`config.mk`:
```
export PLATFORM = sky130hd
export DESIGN_NAME = systolic_operand_feeder
export DESIGN_NICKNAME = d
export VERILOG_FILES = /design/src/rtl/systolic_pkg.sv /design/src/rtl/systolic_operand_lane.sv /design/src/rtl/systolic_operand_feeder.sv
export SDC_FILE = /design/constraint.sdc
export NUM_CORES = 1
export LEC_CHECK = 0
export CORE_ASPECT_RATIO = 1.4
export CORE_UTILIZATION = 50
export CTS_CLUSTER_DIAMETER = 40
export DETAILED_ROUTE_END_ITERATION = 10
export GPL_TIMING_DRIVEN = 0
export PLACE_DENSITY = 0.76
export SETUP_SLACK_MARGIN = 0.3
export SLEW_MARGIN = 5
export SYNTH_ARGS = -nofsm -noshare
export SYNTH_HDL_FRONTEND = slang
export SYNTH_HIERARCHICAL = 1
export SYNTH_SLANG_ARGS = --single-unit
```
`constraint.sdc`:
```
create_clock -name CLK -period 5.2 [get_ports CLK]
set_clock_uncertainty 0.1 [all_clocks]
set_input_delay 0.52 -clock CLK [delete_from_list [all_inputs] [get_ports CLK]]
set_output_delay 0.52 -clock CLK [all_outputs]
set_load 0.03 [all_outputs]
```
`src/rtl/systolic_pkg.sv`:
```
// Shared sizes, state encoding and element helper for the systolic operand feeder.
package systolic_pkg;
  localparam int N         = 3;
  localparam int ELEM_W    = 4;
  localparam int ROW_W     = N * ELEM_W;
  localparam int DRAIN_CYC = 3;
  localparam int FEED_CYC  = 2 * N - 1;
  localparam int CNT_W     = $clog2((FEED_CYC > DRAIN_CYC) ? FEED_CYC : DRAIN_CYC);
  localparam int DLY_W     = (N > 1) ? $clog2(N) : 1;

  typedef enum logic [2:0] {
    ST_IDLE  = 3'd0,
    ST_CLEAR = 3'd1,
    ST_FEED  = 3'd2,
    ST_DRAIN = 3'd3,
    ST_DONE  = 3'd4
  } state_t;

  // Element k (1-based) of a packed word, counted from the MSB end.
  function automatic logic [ELEM_W-1:0] get_elem(input logic [ROW_W-1:0] w, input int k);
    return w[ROW_W-1-(k-1)*ELEM_W -: ELEM_W];
  endfunction
endpackage

```
`src/rtl/systolic_operand_lane.sv`:
```
// One edge lane: holds a captured row/column and emits it MSB-first after a fixed skew delay.
module systolic_operand_lane
  import systolic_pkg::*;
(
  input  logic              clk,
  input  logic              rst,
  input  logic              load,
  input  logic              shift,
  input  logic [DLY_W-1:0]  delay,
  input  logic [ROW_W-1:0]  word,
  output logic [ELEM_W-1:0] feed
);
  logic [ROW_W-1:0] sr;
  logic [DLY_W-1:0] dcnt;

  // Shifting zeros in behind the elements gives the trailing zero padding for free.
  always_ff @(posedge clk or posedge rst) begin
    if (rst) begin
      sr   <= '0;
      dcnt <= '0;
      feed <= '0;
    end else if (load) begin
      sr   <= word;
      dcnt <= delay;
      feed <= '0;
    end else if (shift) begin
      if (dcnt != '0) begin
        dcnt <= dcnt - 1'b1;
        feed <= '0;
      end else begin
        feed <= get_elem(sr, 1);
        sr   <= sr << ELEM_W;
      end
    end
  end
endmodule

```
`src/rtl/systolic_operand_feeder.sv`:
```
// Captures A rows / B columns on START, feeds them skewed into a 3x3 systolic array and sequences it.
module systolic_operand_feeder
  import systolic_pkg::*;
(
  input  logic              CLK,
  input  logic              RST,
  input  logic              START,
  input  logic [ROW_W-1:0]  A_ROW1,
  input  logic [ROW_W-1:0]  A_ROW2,
  input  logic [ROW_W-1:0]  A_ROW3,
  input  logic [ROW_W-1:0]  B_COLOUM1,
  input  logic [ROW_W-1:0]  B_COLOUM2,
  input  logic [ROW_W-1:0]  B_COLOUM3,
  output logic [ELEM_W-1:0] A_FEED1,
  output logic [ELEM_W-1:0] A_FEED2,
  output logic [ELEM_W-1:0] A_FEED3,
  output logic [ELEM_W-1:0] B_FEED1,
  output logic [ELEM_W-1:0] B_FEED2,
  output logic [ELEM_W-1:0] B_FEED3,
  output logic              ARRAY_CLR,
  output logic              ARRAY_EN,
  output logic              BUSY,
  output logic              DONE
);
  state_t           state;
  logic [CNT_W-1:0] cnt;
  logic             load;
  logic             shift;
  logic [ROW_W-1:0]  word [2*N];
  logic [ELEM_W-1:0] feed [2*N];

  assign word[0] = A_ROW1;
  assign word[1] = A_ROW2;
  assign word[2] = A_ROW3;
  assign word[3] = B_COLOUM1;
  assign word[4] = B_COLOUM2;
  assign word[5] = B_COLOUM3;

  // Lanes advance on the edges that enter each FEED cycle; the edge into DRAIN only shifts out zeros.
  assign load  = (state == ST_IDLE) && START;
  assign shift = (state == ST_CLEAR) || (state == ST_FEED);

  for (genvar g = 0; g < 2*N; g++) begin : g_lane
    systolic_operand_lane u_lane (
      .clk   (CLK),
      .rst   (RST),
      .load  (load),
      .shift (shift),
      .delay (DLY_W'(g % N)),
      .word  (word[g]),
      .feed  (feed[g])
    );
  end

  assign A_FEED1 = feed[0];
  assign A_FEED2 = feed[1];
  assign A_FEED3 = feed[2];
  assign B_FEED1 = feed[3];
  assign B_FEED2 = feed[4];
  assign B_FEED3 = feed[5];

  // Control outputs are set on the edge that enters the state they describe.
  always_ff @(posedge CLK or posedge RST) begin
    if (RST) begin
      state     <= ST_IDLE;
      cnt       <= '0;
      ARRAY_CLR <= 1'b0;
      ARRAY_EN  <= 1'b0;
      BUSY      <= 1'b0;
      DONE      <= 1'b0;
    end else begin
      ARRAY_CLR <= 1'b0;
      DONE      <= 1'b0;
      unique case (state)
        ST_IDLE: begin
          if (START) begin
            state     <= ST_CLEAR;
            cnt       <= '0;
            ARRAY_CLR <= 1'b1;
            ARRAY_EN  <= 1'b1;
            BUSY      <= 1'b1;
          end
        end
        ST_CLEAR: begin
          state <= ST_FEED;
          cnt   <= CNT_W'(FEED_CYC - 1);
        end
        ST_FEED: begin
          if (cnt == '0) begin
            state <= ST_DRAIN;
            cnt   <= CNT_W'(DRAIN_CYC - 1);
          end else begin
            cnt <= cnt - 1'b1;
          end
        end
        ST_DRAIN: begin
          if (cnt == '0) begin
            state <= ST_DONE;
            cnt   <= '0;
            DONE  <= 1'b1;
          end else begin
            cnt <= cnt - 1'b1;
          end
        end
        ST_DONE: begin
          state    <= ST_IDLE;
          ARRAY_EN <= 1'b0;
          BUSY     <= 1'b0;
        end
        default: begin
          state    <= ST_IDLE;
          ARRAY_EN <= 1'b0;
          BUSY     <= 1'b0;
        end
      endcase
    end
  end
endmodule
```
# Yosys cells after proc, flatten, opt, wreduce, memory -nomap -nowiden

Index checks and enable logic that the tools add are counted.

Register bits: 117
Input port bits: 75
Output and inout port bits: 28
Word-level logic and storage cells: 145

Add/sub/neg operators: 7
Equality and inequality tests: 12
Multiplexer cells: 68
Bitwise gates (word level): 1
Reduce and logical (&&, ||, !) cells: 34

Operator list:

| kind                | count |
|---|---|
| $mux 12             | 18 |
| $mux 4              | 18 |
| $mux 2              | 18 |
| $reduce_and 2->1    | 14 |
| $reduce_bool 2->1   | 13 |
| $pmux 3 s4          | 2 |
| $mux 3              | 6 |
| $ne 2x2->1 const B  | 7 |
| $sub 2x1->2 const B | 6 |
| $eq 3x2->1 const B  | 2 |
| $logic_not 3->1     | 2 |
| $mux 1              | 5 |
| $ne 2x1->1 const B  | 2 |
| $reduce_bool 4->1   | 1 |
| $eq 3x1->1 const B  | 1 |
| $reduce_and 3->1    | 1 |
| $reduce_or 3->1     | 1 |
| $sub 3x1->3 const B | 1 |
| $pmux 1 s2          | 1 |
| $logic_and 1x1->1   | 1 |
| $logic_or 1x1->1    | 1 |
| $not 1->1           | 1 |

# Depth between registers and ports, before layout

Gate-level depths: netlist of run 1.

Depth after elaboration: 4
Mapped depth: 8
Gate-level depth less buffers: 5

# Hierarchy

The synthesis of run 1 kept the hierarchy.

By module, submodules not included:

| module                  | instances | cells each | area an instance (sq um) | sequential area each (sq um) |
|---|---|---|---|---|
| systolic_operand_lane   | 6         | 95         | 907.1                    | 450.4 |
| systolic_operand_feeder | 1         | 50         | 486.7                    | 225.2 |

# Worst setup path after synthesis of run 1

Ideal clock, no wire load.

Path type: register to register
Start: register state[1]
End: register g_lane[0].u_lane.sr[4]
Setup time: 0.087 ns
Arrival: 2.162 ns
Data required time: 5.013 ns
Setup slack: 2.852 ns
Cell stages (with the launch flop): 9
Buffers on the path: 3
Clock period less this slack: 2.348 ns
Cell sequence: dfrtp_1 > buf_6 > nor2_1 > nand2_1 > nor2_1 > buf_2 > buf_2 > nand2_1 > o211ai_1

Longest elaborated chain between the ends: 4
Elaborated cells between the ends (all ways): 9
Classes of those cells: 3 x eq/ne; 1 x mux; 5 x reduce/logical

Ends and longest elaborated chain:

| what                                                             | RTL line                      | text |
|---|---|---|
| start: declaration                                               | systolic_operand_feeder.sv:25 | `state_t state;` |
| start signal: assignment                                         | systolic_operand_feeder.sv:65 | `state <= ST_IDLE;` |
| start signal: assignment                                         | systolic_operand_feeder.sv:77 | `state <= ST_CLEAR;` |
| start signal: assignment                                         | systolic_operand_feeder.sv:85 | `state <= ST_FEED;` |
| $logic_not 3->1 *                                                | systolic_operand_feeder.sv:40 | `assign load = (state == ST_IDLE) && START;` |
| $logic_and 1x1->1 *                                              | systolic_operand_feeder.sv:40 |  |
| net load                                                         | systolic_operand_feeder.sv:27 | `logic load;` |
| $ne 2x1->1 (no source line) or $reduce_bool 2->1 (tied branches) | --                            |  |
| $reduce_and 2->1 (no source line)                                | --                            |  |
| end signal: assignment                                           | systolic_operand_lane.sv:23   | `sr <= word;` |
| end signal: assignment                                           | systolic_operand_lane.sv:32   | `sr <= sr << ELEM_W;` |
| end: declaration                                                 | systolic_operand_lane.sv:13   | `logic [ROW_W-1:0] sr;` |

The timed path passes the listed nets; every way through them passes the cells marked *.
A chain may end at the register's enable or synchronous reset.

# Worst setup path in the final report of run 1

Start: register state[1]
End: register g_lane[4].u_lane.dcnt[1]

Longest elaborated chain between the ends: 4
Elaborated cells between the ends (all ways): 9
Classes of those cells: 2 x eq/ne; 1 x mux; 6 x reduce/logical

Ends and longest elaborated chain:

| what                                     | RTL line                      | text |
|---|---|---|
| $eq 3x1->1 or $eq 3x2->1 (tied branches) | systolic_operand_feeder.sv:41 | `assign shift = (state == ST_CLEAR) \|\| (state == ST_FEED);` |
| $logic_or 1x1->1 *                       | systolic_operand_feeder.sv:41 |  |
| net shift                                | systolic_operand_feeder.sv:28 | `logic shift;` |
| $reduce_bool 2->1 (no source line) *     | --                            |  |
| $reduce_and 2->1 (no source line) *      | --                            |  |
| end signal: assignment                   | systolic_operand_lane.sv:24   | `dcnt <= delay;` |
| end signal: assignment                   | systolic_operand_lane.sv:28   | `dcnt <= dcnt - 1'b1;` |
| end: declaration                         | systolic_operand_lane.sv:14   | `logic [DLY_W-1:0] dcnt;` |

Marked as above.

==> impl_metrics.yaml, run 1 <==
critical_path:
  critical_path.cell_chain: "buf_6 > xnor2_1 > nor2_1 > buf_4 > or4b_1 > o311ai_1"
  critPathSlowestCell: "sky130_fd_sc_hd__nor2_1"
  critical_path.n_buffers_inverters: 2
  critical_path_peak_fanout: 12
  path_depth: 6
  cp_data_required_time_ns: 5.39
  cp_top_family: "simple AND/OR/NAND/NOR gates"
  worst-r2r-cell-count: 6
  worst_path_largest_cell_delay_ns: 0.84
  kind_of_start_point_of_the_critical_path: "flop"
  worstSetupEndpointType: "flop"
  timing.critical_path.arrival_ns: 2.76
  criticalPathCategory: "flop to flop"
cells_and_area:
  final_layout_size_suffix_gt1_share_pct: 9.935
  layout.nets: 833
  n_antenna_cell: 0
  finalCoreUtilization_pct: 67.87
  area_growth_syn_to_layout_pct: 31.10
power:
  power_per_cell_area_nw_per_um2: 641.8
  power.ir.vdd_worst_mv: 0.3569
  total_leakage_power_nw: 3.260
  power.total_mw: 4.989
sta:
  timing.final.setup_violations: 0
  timing.final.crit_share_pct: 49.55
  achievable-frequency_mhz: 388.1
  timing_worst_slew_pin_value_ns: 1.113
  slew_headroom_pct: 25.56
  layout_min_cycle_time_ns: 2.577
  timing.final.max_slew_violations: 0
  timing.final.ws_setup_ns: 2.623
  count_of_endpoints_failing_hold_in_the_final_timing_report: 0
  setup-tns-final_ns: 0
  grt_setup_unrepaired: "no"
synthesis:
  yosysWarnings: 6
  synth_top_cells_by_count: "117 x sky130_fd_sc_hd__dfrtp_1, 87 x sky130_fd_sc_hd__nand2_1, 78 x sky130_fd_sc_hd__nand2b_1"
  netlist.top_cell.by_area: "sky130_fd_sc_hd__dfrtp_1"
  netlist_instances: 620
  synth-seq-cells: 117
  ys_async_sr_fraction_pct: 100.0
  synth_enable_flop_cells: 0
  synth.cell_area_um2: 5929
  netlist-cell-type-count: 31
  synth_most_common_cell: "sky130_fd_sc_hd__dfrtp_1"
  ys.flop_type: "sky130_fd_sc_hd__dfrtp_1"
  netlist.area_leader.share_pct: 49.38
  synth.area.top_cells: "sky130_fd_sc_hd__dfrtp_1 49%, sky130_fd_sc_hd__nand2b_1 8.2%, sky130_fd_sc_hd__nand4b_1 7.1%"
  yosysSeqAreaShare_pct: 49.38
  syn-mean-instance-area_um2: 9.564
placed_design:
  post-place-ws_ns: 2.419
  gp_congestion: 0.8750
  dp_hpwl_um: 9614
  port-buffer-count: 102
route:
  drt-vias-per-instance: 5.527
  detail_route.first_pass.iterations: 5
  finalWirelength_um: 14120
  routed_wire_length_per_instance_um: 15.53
  dr.first_iter.drc_count: 221
  final_antenna_net_count: 0
  post-route-drc-count: 0
  num_vias: 5024
cts:
  worst_setup_hold_path_clk_slew_ns: 0.05
  htree_levels: 4
  cts_tree: "built"
  cts.sink_count: 117
  cts_root_buffer: "sky130_fd_sc_hd__clkbuf_16"
  clk_lat_worst_skew_ns: 0.41
  cts_post_setup_buffers_inserted: 0
  clock_tree.buffer_depth: 2
  hold_fix_buffer_count_after_cts: 0
  cts_buffers: 17
  post_cts.resized_instances: 0
floorplanning:
  die_h_um: 130.9
  die_area_um2: 12300
  placeableCoreArea_um2: 11450
  chipWidth_um: 94.04
  io-pin-count: 103
  floorplan.rows: 46
  initial_cell_density_of_the_core_pct: 51.77
hold_path:
  min_delay_path_depth: 2
  worst_hold_path_type: "flop to flop"
job:
  max_cap_violations: 0
global_route:
  antenna_found_initial: 0
  grtUsageTotal_pct: 25.13
  largest_net_degree_at_the_start_of_global_routing: 25
  grt_pass1_wl_um: 24210
  global_route.overflow_total: 0
  vias_in_the_first_global_route: 5192
outcome:
  run_status: "complete, no violations"
## placed cells by master, fill, tap and decap left out, types with 14 or more instances in the layout
cell type                         count
sky130_fd_sc_hd__dfrtp_1            117
sky130_fd_sc_hd__clkdlybuf4s50_1    102
sky130_fd_sc_hd__nand2_1             87
sky130_fd_sc_hd__nand2b_1            78
sky130_fd_sc_hd__nand4b_1            48
sky130_fd_sc_hd__inv_1               45
sky130_fd_sc_hd__buf_2               31
sky130_fd_sc_hd__o311ai_1            31
sky130_fd_sc_hd__o211ai_1            30
sky130_fd_sc_hd__o21ai_1             26
sky130_fd_sc_hd__a21oi_1             26
sky130_fd_sc_hd__nand3_1             25
sky130_fd_sc_hd__clkbuf_16           17
sky130_fd_sc_hd__clkbuf_1            14
## worst register-to-register path: stages (launching register included)
cell and delay (ns):
sky130_fd_sc_hd__dfrtp_1 0.38, sky130_fd_sc_hd__buf_6 0.14, sky130_fd_sc_hd__xnor2_1 0.13, sky130_fd_sc_hd__nor2_1 0.84, sky130_fd_sc_hd__buf_4 0.31, sky130_fd_sc_hd__or4b_1 0.45
sky130_fd_sc_hd__o311ai_1 0.10
## where the power goes
part	switching [mW]	internal, mW
sequential	0.208	1.31
clock	0.394	0.751
combinational	1.33	0.999
total	1.93	3.06
## stage by stage
stage / std cells / area, µm² / hold slack [ns]
floorplan: 630 / 5967 / 0.2479
global placement: 876 / 7168 / 0.4158
detailed placement: 877 / 7186 / 0.4202
CTS: 909 / 7774 / 0.4284
global route: 909 / 7774 / 0.4446
finish: 909 / 7774 / 0.4208
## routing by layer
metal  wire length (µm)  track usage [%]  up-vias
met5                  0                0        -
met4                249            8.235        0
met3                662            5.961       19
met2               7429            43.62      130
met1               5773            30.71     2456
li1                   -                -     2419
## layout make-up
class,count,area (µm²)
inverters,45,168.9
clock buffers,23,488.0
flip-flops and latches,117,2928
well taps,144,180.2
fillers,892,3680
clock inverters,9,100.1
multi-input cells,414,2579
plain buffers,54,294.0
repair buffers,103,1036
## cells by family after synthesis
group                      synth area share [%]
other                                    0.1267
and+or+nand+nor                           27.62
buffers and inverters                     7.807
xor gates and xnor gates                 0.1477
DFF                                       49.38
AOI/OAI and AO/OA                         13.65
adders and majority gates                 1.266
## worst paths after layout
| kind | from | end | slack (ns) |
|---|---|---|---|
| setup reg to reg | state[1]$_DFFE_PP0P_ | g_lane[4].u_lane/dcnt[1]$_DFFE_PP0P_ | 2.62 |
| max in group asynchronous | RST | g_lane[3].u_lane/feed[3]$_DFFE_PP0P_ | 3.75 |
| hold / removal | BUSY$_DFFE_PP0P_ | BUSY$_DFFE_PP0P_ | 0.42 |
| setup / recovery | state[1]$_DFFE_PP0P_ | g_lane[4].u_lane/dcnt[1]$_DFFE_PP0P_ | 2.62 |
| min in group asynchronous | RST | cnt[2]$_DFFE_PP0P_ | 0.64 |
| hold reg to reg | BUSY$_DFFE_PP0P_ | BUSY$_DFFE_PP0P_ | 0.42 |
## registers in the layout, summed over array words and instances, names as in the netlist
name / cells
g_lane.u_lane/sr: 72
g_lane.u_lane/feed: 24
g_lane.u_lane/dcnt: 12
cnt: 3
state: 3
ARRAY_CLR: 1
BUSY: 1
DONE: 1
(Power assumes the default switching activity.)
==> run 2: changes to the inputs <==
==> constraint.sdc (replaced) <==
create_clock -name CLK -period 2.4 [get_ports CLK]
set_clock_uncertainty 0.1 [all_clocks]
set_input_delay 0.24 -clock CLK [delete_from_list [all_inputs] [get_ports CLK]]
set_output_delay 0.24 -clock CLK [all_outputs]
set_load 0.03 [all_outputs]
==> impl_metrics.yaml, run 2 (synthesis results as in run 1) <==
hold_path:
  min_to: "g_lane[3].u_lane/sr[0]$_DFFE_PP0P_"
  worst_hold_path_type: "input pin to flop"
  hold_path.startpoint: "B_COLOUM1[0]"
  min_delay_path_depth: 3
global_route:
  vias_in_the_first_global_route: 5193
  global_route.overflow_total: 0
  grt_pass1_wl_um: 23740
  antenna_found_initial: 0
  largest_net_degree_at_the_start_of_global_routing: 19
  grtUsageTotal_pct: 24.63
cells_and_area:
  area_growth_syn_to_layout_pct: 32.45
  layout.nets: 837
  most_frequent_standard_cell_in_the_layout_excluding_fill_and_tap_cells: "sky130_fd_sc_hd__dfrtp_1"
  registers.top_by_ff_count: "g_lane.u_lane/sr"
  n_antenna_cell: 0
  layout.cells.most_common_list: "117 x sky130_fd_sc_hd__dfrtp_1, 102 x sky130_fd_sc_hd__clkdlybuf4s50_1, 86 x sky130_fd_sc_hd__nand2_1, 78 x sky130_fd_sc_hd__nand2b_1, 48 x sky130_fd_sc_hd__nand4b_1"
  finalCoreUtilization_pct: 68.57
  largest_register_ff_count: 72
  final.fill_count: 893
  final_layout_size_suffix_gt1_share_pct: 11.31
  biggestRegsByFlops: "g_lane.u_lane/sr x72, g_lane.u_lane/feed x24, g_lane.u_lane/dcnt x12"
critical_path:
  r2r_slack_ns: 0.34
  worstSetupEndpointType: "flop"
  cp_data_required_time_ns: 2.60
  timing.critical_path.arrival_ns: 2.27
  criticalPathCategory: "flop to flop"
  crit-reg2reg-launch: "state[1]$_DFFE_PP0P_"
  critPathLaunch: "state[1]$_DFFE_PP0P_"
  r2r_end: "g_lane[2].u_lane/dcnt[0]$_DFFE_PP0P_"
  kind_of_start_point_of_the_critical_path: "flop"
  worst-r2r-cell-count: 6
  critical_path_peak_fanout: 12
cts:
  htree_levels: 4
  cts_tree: "built"
  hold_fix_buffer_count_after_cts: 0
  cts.sink_count: 117
  clock_tree.buffer_depth: 2
  worst_setup_hold_path_clk_slew_ns: 0.05
  cts_root_buffer: "sky130_fd_sc_hd__clkbuf_16"
  cts_buffers: 17
  clk_lat_worst_skew_ns: 0.40
placed_design:
  gp_congestion: 0.8402
  port-buffer-count: 102
  dp_hpwl_um: 9747
  post-place-ws_ns: -0.4653
sta:
  grt_setup_unrepaired: "yes"
  timing.final.max_slew_violations: 0
  timing_worst_slew_pin_value_ns: 0.7360
  layout_min_cycle_time_ns: 2.064
  count_of_endpoints_failing_hold_in_the_final_timing_report: 0
  slew_headroom_pct: 50.88
  timing.final.setup_violations: 0
  timing.final.ws_setup_ns: 0.3362
  achievable-frequency_mhz: 484.5
  timing.final.crit_share_pct: 85.99
route:
  post-route-drc-count: 0
  finalWirelength_um: 14020
  route.top_layer_used: "met4"
  dr.first_iter.drc_count: 309
  final_antenna_net_count: 0
  detail_route.first_pass.iterations: 5
  num_vias: 5004
  routed_wire_length_per_instance_um: 15.36
  drt-vias-per-instance: 5.481
  met3_length_um: 618
  drt-met1-wl_um: 5578
  wl_met2_um: 7519
floorplanning:
  placeableCoreArea_um2: 11450
  die_h_um: 130.9
  floorplan.rows: 46
  io-pin-count: 103
  chipWidth_um: 94.04
  initial_cell_density_of_the_core_pct: 51.77
  die_area_um2: 12300
power:
  total_leakage_power_nw: 3.301
  power.ir.vdd_worst_mv: 0.7767
  power_per_cell_area_nw_per_um2: 1399
outcome:
  run_status: "complete, no violations"
job:
  max_cap_violations: 0
==> run 2: cell types whose count changed in the layout (fill, tap and decap cells not counted), moves of 2 or more <==
| cell | change |
|---|---|
| sky130_fd_sc_hd__buf_2 | -3 |
| sky130_fd_sc_hd__buf_4 | +4 |
| sky130_fd_sc_hd__clkbuf_1 | -6 |
| sky130_fd_sc_hd__clkbuf_2 | +4 |
| sky130_fd_sc_hd__clkbuf_4 | +2 |
| sky130_fd_sc_hd__clkbuf_8 | +2 |
| sky130_fd_sc_hd__nor2_4 | +2 |
==> run 2: layout make-up <==
type / count / area, µm² / area share (%)
Clock inverter: 8 / 95.09 / 1.211
Clock buffer: 24 / 511.7 / 6.516
Timing Repair Buffer: 106 / 1064 / 13.54
Tap cell: 144 / 180.2 / 2.294
Sequential cell: 117 / 2928 / 37.28
Multi-Input combinational cell: 415 / 2600 / 33.10
Inverter: 45 / 168.9 / 2.151
Buffer: 54 / 306.5 / 3.903
==> run 2: where the power goes <==
part	internal, mW	switching [mW]
registers	2.83	0.442
logic	2.23	2.94
clock network	1.69	0.858
total	6.75	4.24
==> run 2: what timing repair did <==
action | in CTS | in global routing
pin swaps | 1 | 0
cloned | 1 | 0
gates resized for setup | 3 | 14
setup buffers | 2 | 2
endpoints found under the setup margin | 108 | 89
==> run 2: per-layer routing <==
layer  vias up  track usage [%]
li1       2419                -
met1      2429            28.41
met2       129            44.40
met3        27            5.208
met4         0            9.593
met5         -                0
==> run 2: how the worst max path moves through the flow <==
stage | to | slack (ns) | cells after the start
6_report | g_lane[2].u_lane/dcnt[0]$_DFFE_PP0P_ | 0.34 | 6
5_1_grt | g_lane[5].u_lane/sr[5]$_DFFE_PP0P_ | 0.23 | 8
4_1_cts | g_lane[1].u_lane/sr[5]$_DFFE_PP0P_ | 0.32 | 8
3_5_place_dp | g_lane[1].u_lane/sr[5]$_DFFE_PP0P_ | -0.47 | 7
3_3_place_gp | g_lane[4].u_lane/sr[5]$_DFFE_PP0P_ | -0.40 | 7
2_1_floorplan | g_lane[0].u_lane/sr[4]$_DFFE_PP0P_ | 0.38 | 8
==> run 2: stage by stage <==
stage	TNS, ns	hold WS [ns]	cell area (µm²)	instances	total power [mW]
global placement	-33.57	0.4160	7171	876	8.079
global route	0	0.2933	7854	913	11.73
detailed placement	-39.94	0.4215	7171	876	8.337
finish	0	0.2798	7854	913	10.99
floorplan	0	-0.03208	5969	630	6.836
CTS	0	0.2682	7824	911	11.00
==> run 2: worst max-delay path, cell delays in order, from the launching register on <==
cell and delay [ns]:
sky130_fd_sc_hd__dfrtp_1 0.38, sky130_fd_sc_hd__buf_6 0.15, sky130_fd_sc_hd__xnor2_1 0.17, sky130_fd_sc_hd__nor2_4 0.33, sky130_fd_sc_hd__buf_4 0.23, sky130_fd_sc_hd__or4b_1 0.46
sky130_fd_sc_hd__o211ai_1 0.14
==> run 3: changes to the inputs <==
--- a/config.mk
+++ b/config.mk
@@ -10,10 +10,9 @@
 export CTS_CLUSTER_DIAMETER = 40
 export DETAILED_ROUTE_END_ITERATION = 10
 export GPL_TIMING_DRIVEN = 0
-export PLACE_DENSITY = 0.76
+export PLACE_DENSITY = 0.77
 export SETUP_SLACK_MARGIN = 0.3
 export SLEW_MARGIN = 5
 export SYNTH_ARGS = -nofsm -noshare
 export SYNTH_HDL_FRONTEND = slang
-export SYNTH_HIERARCHICAL = 1
 export SYNTH_SLANG_ARGS = --single-unit
==> impl_metrics.yaml, run 3 <==
outcome:
  run_status: "complete, no violations"
cells_and_area:
  largest_register_ff_count: 72
  most_frequent_standard_cell_in_the_layout_excluding_fill_and_tap_cells: "sky130_fd_sc_hd__dfrtp_1"
  final_layout_size_suffix_gt1_share_pct: 32.67
  registers.top_by_ff_count: "g_lane.u_lane.sr"
  final.fill_count: 709
  finalCoreUtilization_pct: 73.43
  layout.cells.most_common_list: "117 x sky130_fd_sc_hd__dfrtp_1, 102 x sky130_fd_sc_hd__clkdlybuf4s50_1, 81 x sky130_fd_sc_hd__mux2_2, 30 x sky130_fd_sc_hd__a21oi_1, 29 x sky130_fd_sc_hd__nand2_1"
  biggestRegsByFlops: "g_lane.u_lane.sr x72, g_lane.u_lane.feed x24, g_lane.u_lane.dcnt x12"
  layout.nets: 671
  n_antenna_cell: 0
  area_growth_syn_to_layout_pct: 43.89
critical_path:
  worst-r2r-cell-count: 8
  criticalPathCategory: "flop to flop"
  r2r_end: "g_lane[0].u_lane.sr[11]$_DFFE_PP0P_"
  cp_data_required_time_ns: 2.60
  critical_path.cell_chain: "nand2b_4 > or3_4 > buf_6 > clkinv_8 > buf_12 > buf_12 > mux2_4 > mux2_4"
  critPathSlowestCell: "sky130_fd_sc_hd__dfrtp_1"
  kind_of_start_point_of_the_critical_path: "flop"
  r2r_slack_ns: 0.21
  timing.critical_path.arrival_ns: 2.38
  worstSetupEndpointType: "flop"
  critical_path_peak_fanout: 7
  crit-reg2reg-launch: "state[1]$_DFFE_PP0P_"
  worst_path_largest_cell_delay_ns: 0.40
global_route:
  grt_pass1_wl_um: 22910
  global_route.overflow_total: 0
  vias_in_the_first_global_route: 4477
  grtUsageTotal_pct: 26.36
  largest_net_degree_at_the_start_of_global_routing: 42
  antenna_found_initial: 0
route:
  routed_wire_length_per_instance_um: 20.98
  post-route-drc-count: 0
  drt-vias-per-instance: 5.824
  dr.first_iter.drc_count: 413
  finalWirelength_um: 15610
  detail_route.first_pass.iterations: 5
  final_antenna_net_count: 0
  num_vias: 4333
synthesis:
  netlist_instances: 444
  synth_enable_flop_cells: 0
  ys_async_sr_fraction_pct: 100.0
  postSynthNetCount: 525
  synth.area.top_cells: "sky130_fd_sc_hd__dfrtp_1 53%, sky130_fd_sc_hd__mux2_2 20%, sky130_fd_sc_hd__a22o_1 3.8%"
  yosysSeqAreaShare_pct: 53.07
  synth_most_common_cell: "sky130_fd_sc_hd__dfrtp_1"
  netlist.top_cell.by_area: "sky130_fd_sc_hd__dfrtp_1"
  multiplexer_area_fraction_after_synthesis_pct: 19.78
  netlist.area_leader.share_pct: 53.07
  ys.flop_type: "sky130_fd_sc_hd__dfrtp_1"
  post_synth_and_or_nand_nor_area_fraction_pct: 7.008
  synth_top_family_by_area: "multiplexers"
  netlist-cell-type-count: 34
  yosysWarnings: 0
  synth.cell_area_um2: 5517
  synth_compound_gate_area_share_pct: 12.95
  synth_top_cells_by_count: "117 x sky130_fd_sc_hd__dfrtp_1, 96 x sky130_fd_sc_hd__mux2_2, 30 x sky130_fd_sc_hd__a21oi_1"
  synthAdderAreaFrac_pct: 1.361
  synth-seq-cells: 117
  area_share_of_xor_xnor_cells_in_the_synthesized_design_pct: 0.4763
  syn-mean-instance-area_um2: 12.42
power:
  power_per_cell_area_nw_per_um2: 1435
  comb_power_share_pct: 49.4
  intPower_mw: 7.278
  total_leakage_power_nw: 3.583
  power.total_mw: 11.39
  power.sequential.fraction_pct: 26.7
  switching_share_of_power_pct: 36.12
  power.clock.fraction_pct: 23.8
  power.net_switching_mw: 4.116
  power.ir.vdd_worst_mv: 0.7778
sta:
  count_of_endpoints_failing_hold_in_the_final_timing_report: 0
  layout_min_cycle_time_ns: 2.189
  slew_headroom_pct: 48.65
  timing_worst_slew_pin_value_ns: 0.7643
  grt_setup_unrepaired: "yes"
  achievable-frequency_mhz: 456.9
  timing.final.setup_violations: 0
  timing.final.ws_setup_ns: 0.2113
  timing.final.crit_share_pct: 91.20
  timing.final.max_slew_violations: 0
cts:
  htree_levels: 4
  hold_fix_buffer_count_after_cts: 0
  cts_buffers: 17
  cts_root_buffer: "sky130_fd_sc_hd__clkbuf_16"
  cts_tree: "built"
  clk_lat_worst_skew_ns: 0.41
  worst_setup_hold_path_clk_slew_ns: 0.05
  cts.sink_count: 117
  clock_tree.buffer_depth: 2
floorplanning:
  initial_cell_density_of_the_core_pct: 51.03
  chipWidth_um: 90.78
  io-pin-count: 103
  die_area_um2: 11460
  floorplan.rows: 45
  die_h_um: 126.3
  placeableCoreArea_um2: 10810
hold_path:
  worst_hold_path_type: "input pin to async pin"
job:
  max_cap_violations: 0
placed_design:
  gp_congestion: 0.7718
  post-place-ws_ns: -0.1161
  dp_hpwl_um: 9386
  port-buffer-count: 102
-- run 3: cell count changes after synthesis, moves of 24 or more --
cell / before / now
sky130_fd_sc_hd__o311ai_1: 31 / 0
sky130_fd_sc_hd__nand2b_1: 78 / 7
sky130_fd_sc_hd__mux2_2: 0 / 96
sky130_fd_sc_hd__o21ai_1: 26 / 0
sky130_fd_sc_hd__o211ai_1: 30 / 4
sky130_fd_sc_hd__a22o_1: 0 / 24
sky130_fd_sc_hd__nand4b_1: 48 / 0
sky130_fd_sc_hd__inv_1: 45 / 15
sky130_fd_sc_hd__nand2_1: 87 / 29
-- run 3: cells by family (layout without fill, tap and decap cells) --
family	Yosys count	in the layout
AOI/OAI and AO/OA	92	92
xor gates and xnor gates	3	3
adders and majority gates	6	6
buffers and inverters	46	205
DFF	117	117
muxes	97	97
and+or+nand+nor	83	83
-- run 3: how the worst max path moves through the flow --
stage / start / end / slack, ns / cells past startpoint
after global routing: state[1]$_DFFE_PP0P_ / g_lane[1].u_lane.sr[4]$_DFFE_PP0P_ / 0.20 / 8
after detailed placement: START / g_lane[3].u_lane.sr[11]$_DFFE_PP0P_ / -0.12 / 8
final: state[1]$_DFFE_PP0P_ / g_lane[0].u_lane.sr[11]$_DFFE_PP0P_ / 0.21 / 8
after CTS: state[1]$_DFFE_PP0P_ / g_lane[4].u_lane.sr[7]$_DFFE_PP0P_ / 0.26 / 8
after global placement: RST / g_lane[3].u_lane.sr[2]$_DFFE_PP0P_ / -0.43 / 2
after floorplan: state[2]$_DFFE_PP0P_ / g_lane[0].u_lane.sr[10]$_DFFE_PP0P_ / 0.39 / 7
-- run 3: layer usage --
metal,vias up,GRT usage (%),routed length [µm]
met3,31,5.435,762
li1,1900,-,-
met5,-,0,0
met2,184,44.70,8481
met1,2218,31.44,5973
met4,0,14.10,391
-- run 3: stage by stage --
step	cells	cell area (µm²)	hold WS (ns)	setup TNS [ns]
after floorplan	444	5520	0.2725	0
after global routing	744	7938	0.1659	0
after global placement	687	6718	0.3578	-51.67
after CTS	735	7656	0.1363	0
after detailed placement	690	6785	0.3725	-4.020
final	744	7938	0.1257	0
-- run 3: layout make-up --
type | count | area (µm²) | share of cell area (%)
Buffer | 30 | 300.3 | 3.783
Clock buffer | 22 | 484.2 | 6.100
Clock inverter | 10 | 150.1 | 1.892
Inverter | 16 | 76.32 | 0.9615
Multi-Input combinational cell | 281 | 2382 | 30.01
Sequential cell | 117 | 2928 | 36.89
Tap cell | 141 | 176.4 | 2.223
Timing Repair Buffer | 127 | 1440 | 18.14
-- run 3: power groups by stage --
stage | sequential, mW | combinational [mW] | clock [mW]
2_1_floorplan | 3.19 | 3.08 | 0
3_3_place_gp | 3.00 | 4.40 | 0
3_5_place_dp | 3.04 | 4.55 | 0
4_1_cts | 3.02 | 5.01 | 2.72
5_1_grt | 3.11 | 5.92 | 2.80
6_report | 3.05 | 5.63 | 2.72
-- run 3: what timing repair did --
item,in CTS,in global routing
hold endpoints to repair,0,0
buffers inserted,13,5
pin swaps,5,6
setup endpoints to repair,49,93
gates cloned,0,4
gates resized for setup,26,22
-- run 3: critical path, delay by kind of cell (launching register included) --
family	cells	cell delay [ns]
buffers and inverters	4	0.49
flip-flops	1	0.40
multiplexers	2	0.57
AND/OR/NAND/NOR	2	0.52
